`config.mk`:
```
export PLATFORM = sky130hd
export DESIGN_NAME = crypto1_key_collector
export DESIGN_NICKNAME = d
export VERILOG_FILES = /design/src/rtl/crypto1_key_collector.sv
export SDC_FILE = /design/constraint.sdc
export NUM_CORES = 1
export LEC_CHECK = 0
export ABC_AREA = 1
export BUFFER_PORTS_ARGS = -buffer_cell sky130_fd_sc_hd__buf_2
export CAP_MARGIN = 40
export CORE_MARGIN = 2
export CORE_UTILIZATION = 57
export CTS_CLUSTER_SIZE = 30
export DETAILED_ROUTE_END_ITERATION = 6
export GPL_TIMING_DRIVEN = 1
export PLACE_DENSITY_LB_ADDON = 0.2
export SKIP_CTS_REPAIR_TIMING = 1
export SYNTH_ARGS = -nofsm -noshare
export SYNTH_HDL_FRONTEND = slang
export SYNTH_SLANG_ARGS = --single-unit
```
`constraint.sdc`:
```
create_clock -name CLK -period 2.4 [get_ports CLK]
set_input_delay 0.48 -clock CLK [delete_from_list [all_inputs] [get_ports CLK]]
set_output_delay 0.48 -clock CLK [all_outputs]
set_load 0.005 [all_outputs]
```
`src/rtl/crypto1_key_collector.sv`:
```
// Collects the first recovered key from a Crypto1Core array over the winning
// core's serial KEY_DATA/KEY_CLK link and reports it, or reports exhaustion
// when every core has finished without a key.
module crypto1_key_collector #(
    parameter int unsigned NCORES = 16,
    parameter int unsigned KEY_W  = 48
) (
    input  logic                         CLK,
    input  logic                         RESETn,
    input  logic [NCORES-1:0]            CORE_DONE,
    input  logic [NCORES-1:0]            CORE_KEY_VALID,
    input  logic [NCORES-1:0]            CORE_KEY_DATA,
    output logic [NCORES-1:0]            CORE_KEY_CLK,
    output logic [KEY_W-1:0]             KEY,
    output logic                         KEY_FOUND,
    output logic [$clog2(NCORES):0]      CORE_IDX,
    output logic                         SEARCH_DONE,
    output logic                         BUSY,
    input  logic                         ACK
);

    localparam int unsigned IDX_W = $clog2(NCORES) + 1;
    localparam int unsigned CNT_W = 6;

    typedef enum logic [1:0] {
        SCAN   = 2'd0,
        SHIFT  = 2'd1,
        DRAIN  = 2'd2,
        REPORT = 2'd3
    } state_t;

    state_t              state;
    logic [CNT_W-1:0]    bit_cnt;
    logic [NCORES-1:0]   sel_oh;
    logic [IDX_W-1:0]    sel_idx;
    logic [NCORES-1:0]   consumed;
    logic                en_d1;
    logic                en_d2;

    logic [NCORES-1:0]   avail;
    logic [NCORES-1:0]   first_oh;
    logic [IDX_W-1:0]    first_idx;
    logic                key_bit;
    logic                all_done;

    // Lowest-index unconsumed core with a key, as one-hot and as index
    always_comb begin
        avail     = CORE_KEY_VALID & ~consumed;
        first_oh  = avail & (~avail + NCORES'(1));
        first_idx = '0;
        for (int unsigned i = 0; i < NCORES; i++) begin
            if (first_oh[i]) begin
                first_idx = IDX_W'(i);
            end
        end
    end

    assign key_bit  = |(CORE_KEY_DATA & sel_oh);
    assign all_done = &CORE_DONE;

    // Control FSM, serial key capture and registered host-side outputs
    always_ff @(posedge CLK) begin
        if (!RESETn) begin
            state        <= SCAN;
            bit_cnt      <= '0;
            sel_oh       <= '0;
            sel_idx      <= '0;
            consumed     <= '0;
            en_d1        <= 1'b0;
            en_d2        <= 1'b0;
            CORE_KEY_CLK <= '0;
            KEY          <= '0;
            KEY_FOUND    <= 1'b0;
            CORE_IDX     <= '0;
            SEARCH_DONE  <= 1'b0;
            BUSY         <= 1'b0;
        end else begin
            // Core data lags the shift enable by two cycles
            en_d1 <= |CORE_KEY_CLK;
            en_d2 <= en_d1;
            if (en_d2) begin
                KEY <= {KEY[KEY_W-2:0], key_bit};
            end

            case (state)
                SCAN: begin
                    if (|avail) begin
                        sel_oh       <= first_oh;
                        sel_idx      <= first_idx;
                        CORE_KEY_CLK <= first_oh;
                        bit_cnt      <= '0;
                        BUSY         <= 1'b1;
                        state        <= SHIFT;
                    end else if (all_done) begin
                        SEARCH_DONE <= 1'b1;
                        KEY_FOUND   <= 1'b0;
                        state       <= REPORT;
                    end
                end
                SHIFT: begin
                    if (bit_cnt == CNT_W'(KEY_W - 1)) begin
                        CORE_KEY_CLK <= '0;
                        state        <= DRAIN;
                    end else begin
                        bit_cnt <= bit_cnt + CNT_W'(1);
                    end
                end
                DRAIN: begin
                    // Last bit is shifted in on this edge
                    if (en_d2 && !en_d1) begin
                        KEY_FOUND   <= 1'b1;
                        SEARCH_DONE <= 1'b1;
                        CORE_IDX    <= sel_idx;
                        consumed    <= consumed | sel_oh;
                        BUSY        <= 1'b0;
                        state       <= REPORT;
                    end
                end
                REPORT: begin
                    if (ACK) begin
                        SEARCH_DONE <= 1'b0;
                        KEY_FOUND   <= 1'b0;
                        KEY         <= '0;
                        state       <= SCAN;
                    end
                end
                default: state <= SCAN;
            endcase
        end
    end

endmodule

```
==> results.cfg, run 1 <==
[synth]
synthAdderAreaFrac_pct = 1.49
synth-seq-cells = 117
synth_edf_count = 0
yosys.area_share.simple_pct = 29.4
postSynthCellCount = 681
yosysMostFrequentCell = nand2_1
syn_area_per_cell_um2 = 7.42
syn_area_um2 = 5050
syn_nets = 738
synthMuxAreaShare_pct = 0
ys_top_cells_by_area = dfxtp_1 46%, nand2_1 15%, a21oi_1 9.0%
async_reset_ff_share_pct = 0
synth_top_family_by_area = simple AND/OR/NAND/NOR gates
yosysTopAreaCell = dfxtp_1
yosysUniqueCellTypes = 40
yosys_warnings = 0
ys_seq_area_share_pct = 46.4
synth_commonest_cells = 199 x nand2_1, 117 x dfxtp_1, 91 x a21oi_1, 65 x nor2_1, 32 x inv_1
synth_ff_type = dfxtp_1
synthXorXnorAreaFrac_pct = 0.694
yosys.area.top_type_share_pct = 46.4
synth_compound_area_share_pct = 14.5

[grt]
grt_pass1_vias = 4372
grt-ovfl-total = 0
grt_usage_pct = 25.7
grt_max_degree = 50
antenna_found_initial = 0
grt_pass1_wl_um = 20200

[placement]
portBuffers = 121
gp_congestion = 0.868
hpwl_um = 8590

[final_layout]
drive_above_1_share_pct = 27.6
final_nets = 855
final_util_pct = 72.6
fill_cells = 719
area_delta_synth_final_pct = 24.2
antenna_cells = 0

[sta]
whs_ns = 0.276
setup_tns_ns = 0
finalHoldViolCount = 0
rsz0062_at_grt = false
setup_viol = 0
worst_pin_slew_ns = 0.586
fin_crit_ns = 1.86
fin_skew_ns = 0.00972
slew_headroom_pct = 60.6
max_freq_ghz = 0.537
slew_violations = 0
post-route-period-util_pct = 77.6

[pwr]
vdd_ir_drop_max_mv = 0.551
p_leak_nw = 2.80
p_total_mw = 6.12
power.density_nw_per_um2 = 975

[floorplan]
die_y_um = 98.1
core_area_um2 = 8640
start_util_pct = 58.5
rows = 34
die_x_um = 98.1
pin_count = 123
dieArea_um2 = 9630

[worst_hold_path]
min_path_cells = 3
hp-class = in2reg
hold_start = CORE_KEY_VALID[0]
min_to = sel_oh[0]$_SDFFE_PN0P_

[setup_path]
slowest_stage = ha_1
cpPeakStageDelay_ns = 0.45
worst_setup_path_start_kind = flip-flop
crit_fanout = 17
endpoint_kind = flip-flop
cp.required_ns = 2.84
worst_r2r_path_depth = 8
crit_type = reg2reg
path_buf_inv = 2
critPathTopFamily = adder cells
cp_cell_sequence = inv_1 -> ha_1 -> nand2_1 -> o21ai_2 -> nand2_8 -> inv_6 -> nand3_1 -> a21oi_2
crit_arrival_ns = 2.30
r2r-end = CORE_KEY_CLK[1]$_SDFFE_PN0P_
r2r-start = state[1]$_SDFFE_PN0P_
rrSetupSlack_ns = 0.54

[cts]
path_clk_slew_ns = 0.06
root_buffer = clkbuf_8
cts_max_level = 4
cts.sinks = 117
clk_latency_ns = 0.51
cts_inserted_buffers = 17
cts_buffer_depth = 2
cts_tree = done

[outcome]
status = finished clean

[route]
detail_route.iter0.violations = 246
viasPerCell = 5.27
wire_per_inst_um = 13.5
final_antenna_net_count = 0
dr.pass1.iters = 5
vias = 4843
remaining_drc_errors = 0
routed_wl_um = 12400

[job]
maxCapViolCount = 0
[routing by layer]
layer  up-vias  share of wire (%)  global-route usage (%)
met3        18                5.9                    6.94
met1      2234                 43                    31.9
li1       2428                  -                       -
met5         -                  0                       0
met4         0                1.4                    8.22
met2       163                 50                    43.5
[flip-flops by register name, indices dropped and copies added, names as in the netlist, 2 cells and up]
name / flops
bit_cnt: 6
sel_oh: 16
consumed: 16
sel_idx: 4
KEY: 48
state: 2
CORE_IDX: 4
CORE_KEY_CLK: 16
[worst register-to-register path, cell delays in order (launching register included)]
cell	delay (ns)
dfxtp_1	0.35
inv_1	0.13
ha_1	0.45
nand2_1	0.16
o21ai_2	0.14
nand2_8	0.16
inv_6	0.17
nand3_1	0.11
a21oi_2	0.13
[power by group]
group | internal (mW) | switching (mW) | total, mW
registers | 2.14 | 0.159 | 2.30
clock network | 1.50 | 0.964 | 2.47
logic | 0.450 | 0.904 | 1.35
[worst max path at each step]
| stage | startpoint | endpoint | slack, ns | cells after the start |
|---|---|---|---|---|
| floorplan | CORE_KEY_VALID[3] | CORE_KEY_CLK[15]$_SDFFE_PN0P_ | 0.80 | 11 |
| global placement | CORE_KEY_VALID[12] | sel_idx[0]$_SDFFE_PN0P_ | 0.56 | 12 |
| detailed placement | CORE_KEY_VALID[12] | sel_idx[0]$_SDFFE_PN0P_ | 0.48 | 12 |
| CTS | state[1]$_SDFFE_PN0P_ | CORE_KEY_CLK[3]$_SDFFE_PN0P_ | 0.53 | 8 |
| global route | state[0]$_SDFFE_PN0P_ | CORE_KEY_CLK[14]$_SDFFE_PN0P_ | 0.40 | 7 |
| finish | state[1]$_SDFFE_PN0P_ | CORE_KEY_CLK[1]$_SDFFE_PN0P_ | 0.54 | 8 |
[layout make-up]
class                   instances  area (µm²)  area share (%)
inverters                      48         185            2.95
flip-flops and latches        117        2340            37.3
well taps                     108         135            2.15
multi-input cells             482        2340            37.3
repair buffers                132         688            11.0
clock inverters                15         169            2.69
clock buffers                  17         414            6.60
[cells by family (layout without fill, tap and decap cells)]
kind of cell / count (synthesis) / after routing
other: 1 / 1
adder cells (fa/ha/maj): 6 / 6
buffers and inverters: 82 / 212
XOR/XNOR: 4 / 4
AO/OA/AOI/OAI: 135 / 135
flip-flops: 117 / 117
AND/OR/NAND/NOR: 336 / 336
[metrics by stage]
| stage | worst slack (ns) | area, µm² | std cells |
|---|---|---|---|
| floorplan | 0.802 | 5050 | 681 |
| global placement | 0.563 | 5690 | 887 |
| detailed placement | 0.484 | 5690 | 887 |
| CTS | 0.533 | 6270 | 919 |
| global route | 0.404 | 6270 | 919 |
| finish | 0.538 | 6270 | 919 |
[placed cells by master, fill, tap and decap left out, types with 3 or more instances in the layout]
cell type,instances
buf_2,121
nor2_1,65
a21oi_2,10
o21ai_1,3
a21oi_1,91
ha_1,6
nand2_1,199
nand2_4,4
clkinv_4,3
nor4_1,4
nand4_1,7
buf_4,11
dfxtp_1,117
inv_2,15
o21ai_0,24
inv_6,5
nand3_1,21
nand3_2,4
xor2_1,4
inv_1,32
clkbuf_16,16
nor3_1,5
nand2_2,17
No activity file was read; power rests on OpenSTA's default activity.
==> run 2, diff against run 1 <==
Settings changed: CORE_UTILIZATION 57 to 48.
Clock period 2.4 ns to 1.7 ns, I/O delays scaled along.
==> results.cfg, run 2 (synthesis results as in run 1) <==
[grt]
busiest_layer = met2
met1_usage_pct = 30.1
grt_max_degree = 50
grt_usage_pct = 23.0
grt_pass1_wl_um = 20900
grt-ovfl-total = 0
grt_pass1_vias = 4503
grtUsageMet2_pct = 37.5
grtUsageMet3_pct = 4.86
antenna_found_initial = 0

[pwr]
power.density_nw_per_um2 = 1370
vdd_ir_drop_max_mv = 0.742
p_leak_nw = 2.93

[sta]
worst_pin_slew_ns = 0.738
setup_viol = 0
post-route-period-util_pct = 98.8
slew_violations = 0
slew_headroom_pct = 50.8
finalHoldViolCount = 0
fin_crit_ns = 1.68
fin_skew_ns = 0.0118
max_freq_ghz = 0.595

[floorplan]
rows = 37
die_x_um = 107
die_y_um = 107
start_util_pct = 49.1
core_area_um2 = 10300
pin_count = 123
dieArea_um2 = 11400

[final_layout]
largest_reg_flops = 48
final_nets = 877
drive_above_1_share_pct = 32.4
final_cell_mix = 191 x nand2_1, 121 x buf_2, 114 x dfxtp_1
largest-register = KEY
final_common_cell = nand2_1
area_delta_synth_final_pct = 31.5
final_util_pct = 64.6
stdcell_area_um2 = 6640

[outcome]
status = finished clean

[worst_hold_path]
hp-class = in2reg

[cts]
path_clk_slew_ns = 0.06
cts.sinks = 117
cts_max_level = 4
cts_tree = done
cts_inserted_buffers = 17
root_buffer = clkbuf_8
clk_latency_ns = 0.51
cts_buffer_depth = 2

[setup_path]
crit_arrival_ns = 2.11
crit_fanout = 5
endpoint_kind = flip-flop
cp.required_ns = 2.13
critPathTopFamily = simple AND/OR/NAND/NOR gates
crit_type = reg2reg
slowest_stage = dfxtp_1
path_buf_inv = 2
worst_setup_path_start_kind = flip-flop
cp_cell_sequence = inv_2 -> nand2_1 -> nand2_2 -> nor2_4 -> nand2_4 -> nor2_4 -> nand2_4 -> nand2_8 -> clkbuf_16 -> nand2_1 -> a21oi_1
cpPeakStageDelay_ns = 0.32

[route]
viasPerCell = 5.00
vias = 4852
detail_route.iter0.violations = 323
remaining_drc_errors = 0
routed_wl_um = 13100
final_antenna_net_count = 0
dr.pass1.iters = 4
wire_per_inst_um = 13.5

[job]
maxCapViolCount = 0

[placement]
hpwl_um = 9100
placed_area_um2 = 5830
gp_congestion = 0.875
portBuffers = 121
==> run 2: layout make-up <==
cell class,instances,area [µm²]
Sequential cell,117,2350
Antenna cell,1,2.50
Timing Repair inverter,1,8.76
Multi-Input combinational cell,483,2460
Timing Repair Buffer,152,893
Fill cell,927,3640
Clock inverter,14,140
Clock buffer,18,428
Inverter,48,193
Tap cell,136,170
==> run 2: report_power, final <==
group | switching (mW) | internal, mW
registers | 0.238 | 3.03
logic | 1.45 | 0.952
clock network | 1.38 | 2.01
total | 3.07 | 5.99
==> run 2: worst register-to-register path, cell delays in order (launching register included) <==
cell	delay (ns)
dfxtp_1	0.32
inv_2	0.04
nand2_1	0.10
nand2_2	0.08
nor2_4	0.15
nand2_4	0.08
nor2_4	0.17
nand2_4	0.13
nand2_8	0.15
clkbuf_16	0.16
nand2_1	0.05
a21oi_1	0.16
==> run 2: path summary, 6_finish.rpt <==
path / slack (ns) / end / depth (start not counted) / start
max: 0.02 / CORE_KEY_CLK[12]$_SDFFE_PN0P_ / 11 / consumed[7]$_SDFFE_PN0P_
min: 0.15 / sel_oh[0]$_SDFFE_PN0P_ / 3 / CORE_KEY_VALID[0]
max reg2reg: 0.02 / CORE_KEY_CLK[12]$_SDFFE_PN0P_ / 11 / consumed[7]$_SDFFE_PN0P_
min reg2reg: 0.45 / consumed[5]$_SDFFE_PN0P_ / 2 / consumed[5]$_SDFFE_PN0P_
==> run 2: stage by stage <==
step	setup slack, ns	hold WS, ns	std cells	TNS [ns]	power, mW
after floorplan	0.108	0.421	681	0	4.77
after global placement	-0.0106	0.434	927	-0.0106	5.21
after detailed placement	-0.0176	0.439	927	-0.0451	5.26
after CTS	-0.0709	0.133	959	-0.170	8.66
after global routing	-0.0846	0.142	969	-0.308	9.54
final	0.0207	0.152	970	0	9.07
==> run 2: metal layers <==
metal	vias up	share of wire [%]
met3	13	4.7
met4	0	1.4
met5	-	0
met2	130	50
met1	2238	44
li1	2471	-
==> run 3, diff against run 2 <==
Settings changed: RECOVER_POWER set to 50.
==> results.cfg, run 3 (synthesis results as in run 1) <==
[outcome]
status = finished clean

[placement]
hpwl_um = 9100
dp_slack_ns = -0.0176
gp_congestion = 0.875
portBuffers = 121
placed_area_um2 = 5830

[cts]
path_clk_slew_ns = 0.06
cts_inserted_buffers = 17
cts_tree = done
cts_buffer_depth = 2
cts.sinks = 117
cts_max_level = 4
root_buffer = clkbuf_8
clk_latency_ns = 0.51

[final_layout]
largest-register = KEY
final_common_cell = nand2_1
final_util_pct = 64.2
multi_input_area_um2 = 2460
fill_cells = 943
largest_reg_flops = 48
area_delta_synth_final_pct = 30.6
antenna_cells = 0
final_cell_mix = 191 x nand2_1, 114 x dfxtp_1, 91 x a21oi_1
regArea_um2 = 2350
stdcell_area_um2 = 6600
final_nets = 877
drive_above_1_share_pct = 28.5

[setup_path]
rrSetupSlack_ns = 0.01
slowest_stage = dfxtp_1
cp.required_ns = 2.13
path_buf_inv = 2
worst_r2r_path_depth = 11
crit_type = reg2reg
cp-endpoint = CORE_KEY_CLK[12]$_SDFFE_PN0P_
r2r-end = CORE_KEY_CLK[12]$_SDFFE_PN0P_
crit_arrival_ns = 2.12
crit_start = consumed[7]$_SDFFE_PN0P_
cp_cell_sequence = inv_2 -> nand2_1 -> nand2_2 -> nor2_4 -> nand2_4 -> nor2_4 -> nand2_4 -> nand2_8 -> clkbuf_16 -> nand2_1 -> a21oi_1
crit_fanout = 5
critPathTopFamily = simple AND/OR/NAND/NOR gates
cpPeakStageDelay_ns = 0.32
r2r-start = consumed[7]$_SDFFE_PN0P_
cp_num_cells = 11
endpoint_kind = flip-flop
worst_setup_path_start_kind = flip-flop

[route]
vias = 4895
final_antenna_net_count = 0
wire_per_inst_um = 13.6
remaining_drc_errors = 0
viasPerCell = 5.05
routed_wl_um = 13200
detail_route.iter0.violations = 370
dr.pass1.iters = 5

[grt]
grt_pass1_wl_um = 20900
grt_usage_pct = 23.0
grt_pass1_vias = 4503
grt-ovfl-total = 0
grt_max_degree = 50
antenna_found_initial = 0

[job]
maxCapViolCount = 0

[sta]
slew_violations = 0
slew_headroom_pct = 50.5
finalHoldViolCount = 0
fin_skew_ns = 0.0117
worst_pin_slew_ns = 0.741
post-route-period-util_pct = 99.2
worst_slack_ns = 0.0143
setup_viol = 0
fin_crit_ns = 1.69
setup_tns_ns = 0
max_freq_ghz = 0.593

[floorplan]
die_x_um = 107
core_area_um2 = 10300
rows = 37
die_y_um = 107
dieArea_um2 = 11400
pin_count = 123
start_util_pct = 49.1

[worst_hold_path]
hp-class = in2reg

[pwr]
swShare_pct = 34.0
p_leak_nw = 2.78
seq_power_share_pct = 36.0
internal_power_mw = 5.98
vdd_ir_drop_max_mv = 0.741
power.density_nw_per_um2 = 1370
power.switching_mw = 3.08
combPwrFrac_pct = 26.5
p_clk_share_pct = 37.5
==> run 3: cell types whose count changed in the layout (fill, tap and decap cells not counted), sizes merged <==
cell / delta
diode: -1
clkbuf: +34
buf: -34
==> run 3: worst reg2reg max path, stage by stage (launching register included) <==
cell	delay, ns
dfxtp_1	0.32
inv_2	0.04
nand2_1	0.10
nand2_2	0.08
nor2_4	0.15
nand2_4	0.09
nor2_4	0.17
nand2_4	0.14
nand2_8	0.15
clkbuf_16	0.16
nand2_1	0.05
a21oi_1	0.16
==> run 3: cell type report <==
cell class	count	area share (%)
Sequential cell	117	35.6
Tap cell	136	2.58
Clock buffer	18	6.49
Timing Repair inverter	1	0.133
Timing Repair Buffer	152	12.9
Inverter	48	2.92
Clock inverter	14	2.12
Multi-Input combinational cell	483	37.3
==> run 3: how the worst min path moves through the flow <==
stage / cells past startpoint / start / to
after global routing: 3 / CORE_KEY_VALID[0] / sel_oh[0]$_SDFFE_PN0P_
final: 3 / CORE_KEY_VALID[0] / sel_oh[0]$_SDFFE_PN0P_
after CTS: 3 / CORE_KEY_VALID[0] / sel_oh[0]$_SDFFE_PN0P_
after floorplan: 2 / en_d1$_SDFF_PN0_ / en_d2$_SDFF_PN0_
after detailed placement: 2 / consumed[5]$_SDFFE_PN0P_ / consumed[5]$_SDFFE_PN0P_
after global placement: 2 / consumed[13]$_SDFFE_PN0P_ / consumed[13]$_SDFFE_PN0P_
==> run 3: through the flow <==
stage          std cells  power, mW  hold WS (ns)
5_1_grt              969       9.53         0.142
6_report             969       9.06         0.150
3_3_place_gp         927       5.21         0.434
3_5_place_dp         927       5.26         0.439
4_1_cts              959       8.66         0.133
2_1_floorplan        681       4.77         0.421
==> run 3: layer usage <==
metal	track usage (%)	vias up	wire length, µm
met5	0	-	0
met4	8.63	0	176
met3	4.86	13	674
met2	37.5	144	6510
met1	30.1	2265	5830
li1	-	2473	-
==> run 3: power groups by stage <==
stage                     logic [mW]  registers (mW)  clock network (mW)
after floorplan                 1.53            3.24                   0
after global placement          1.92            3.30                   0
after detailed placement        1.96            3.30                   0
after CTS                       1.97            3.24                3.44
after global routing            2.65            3.30                3.58
final                           2.40            3.26                3.40
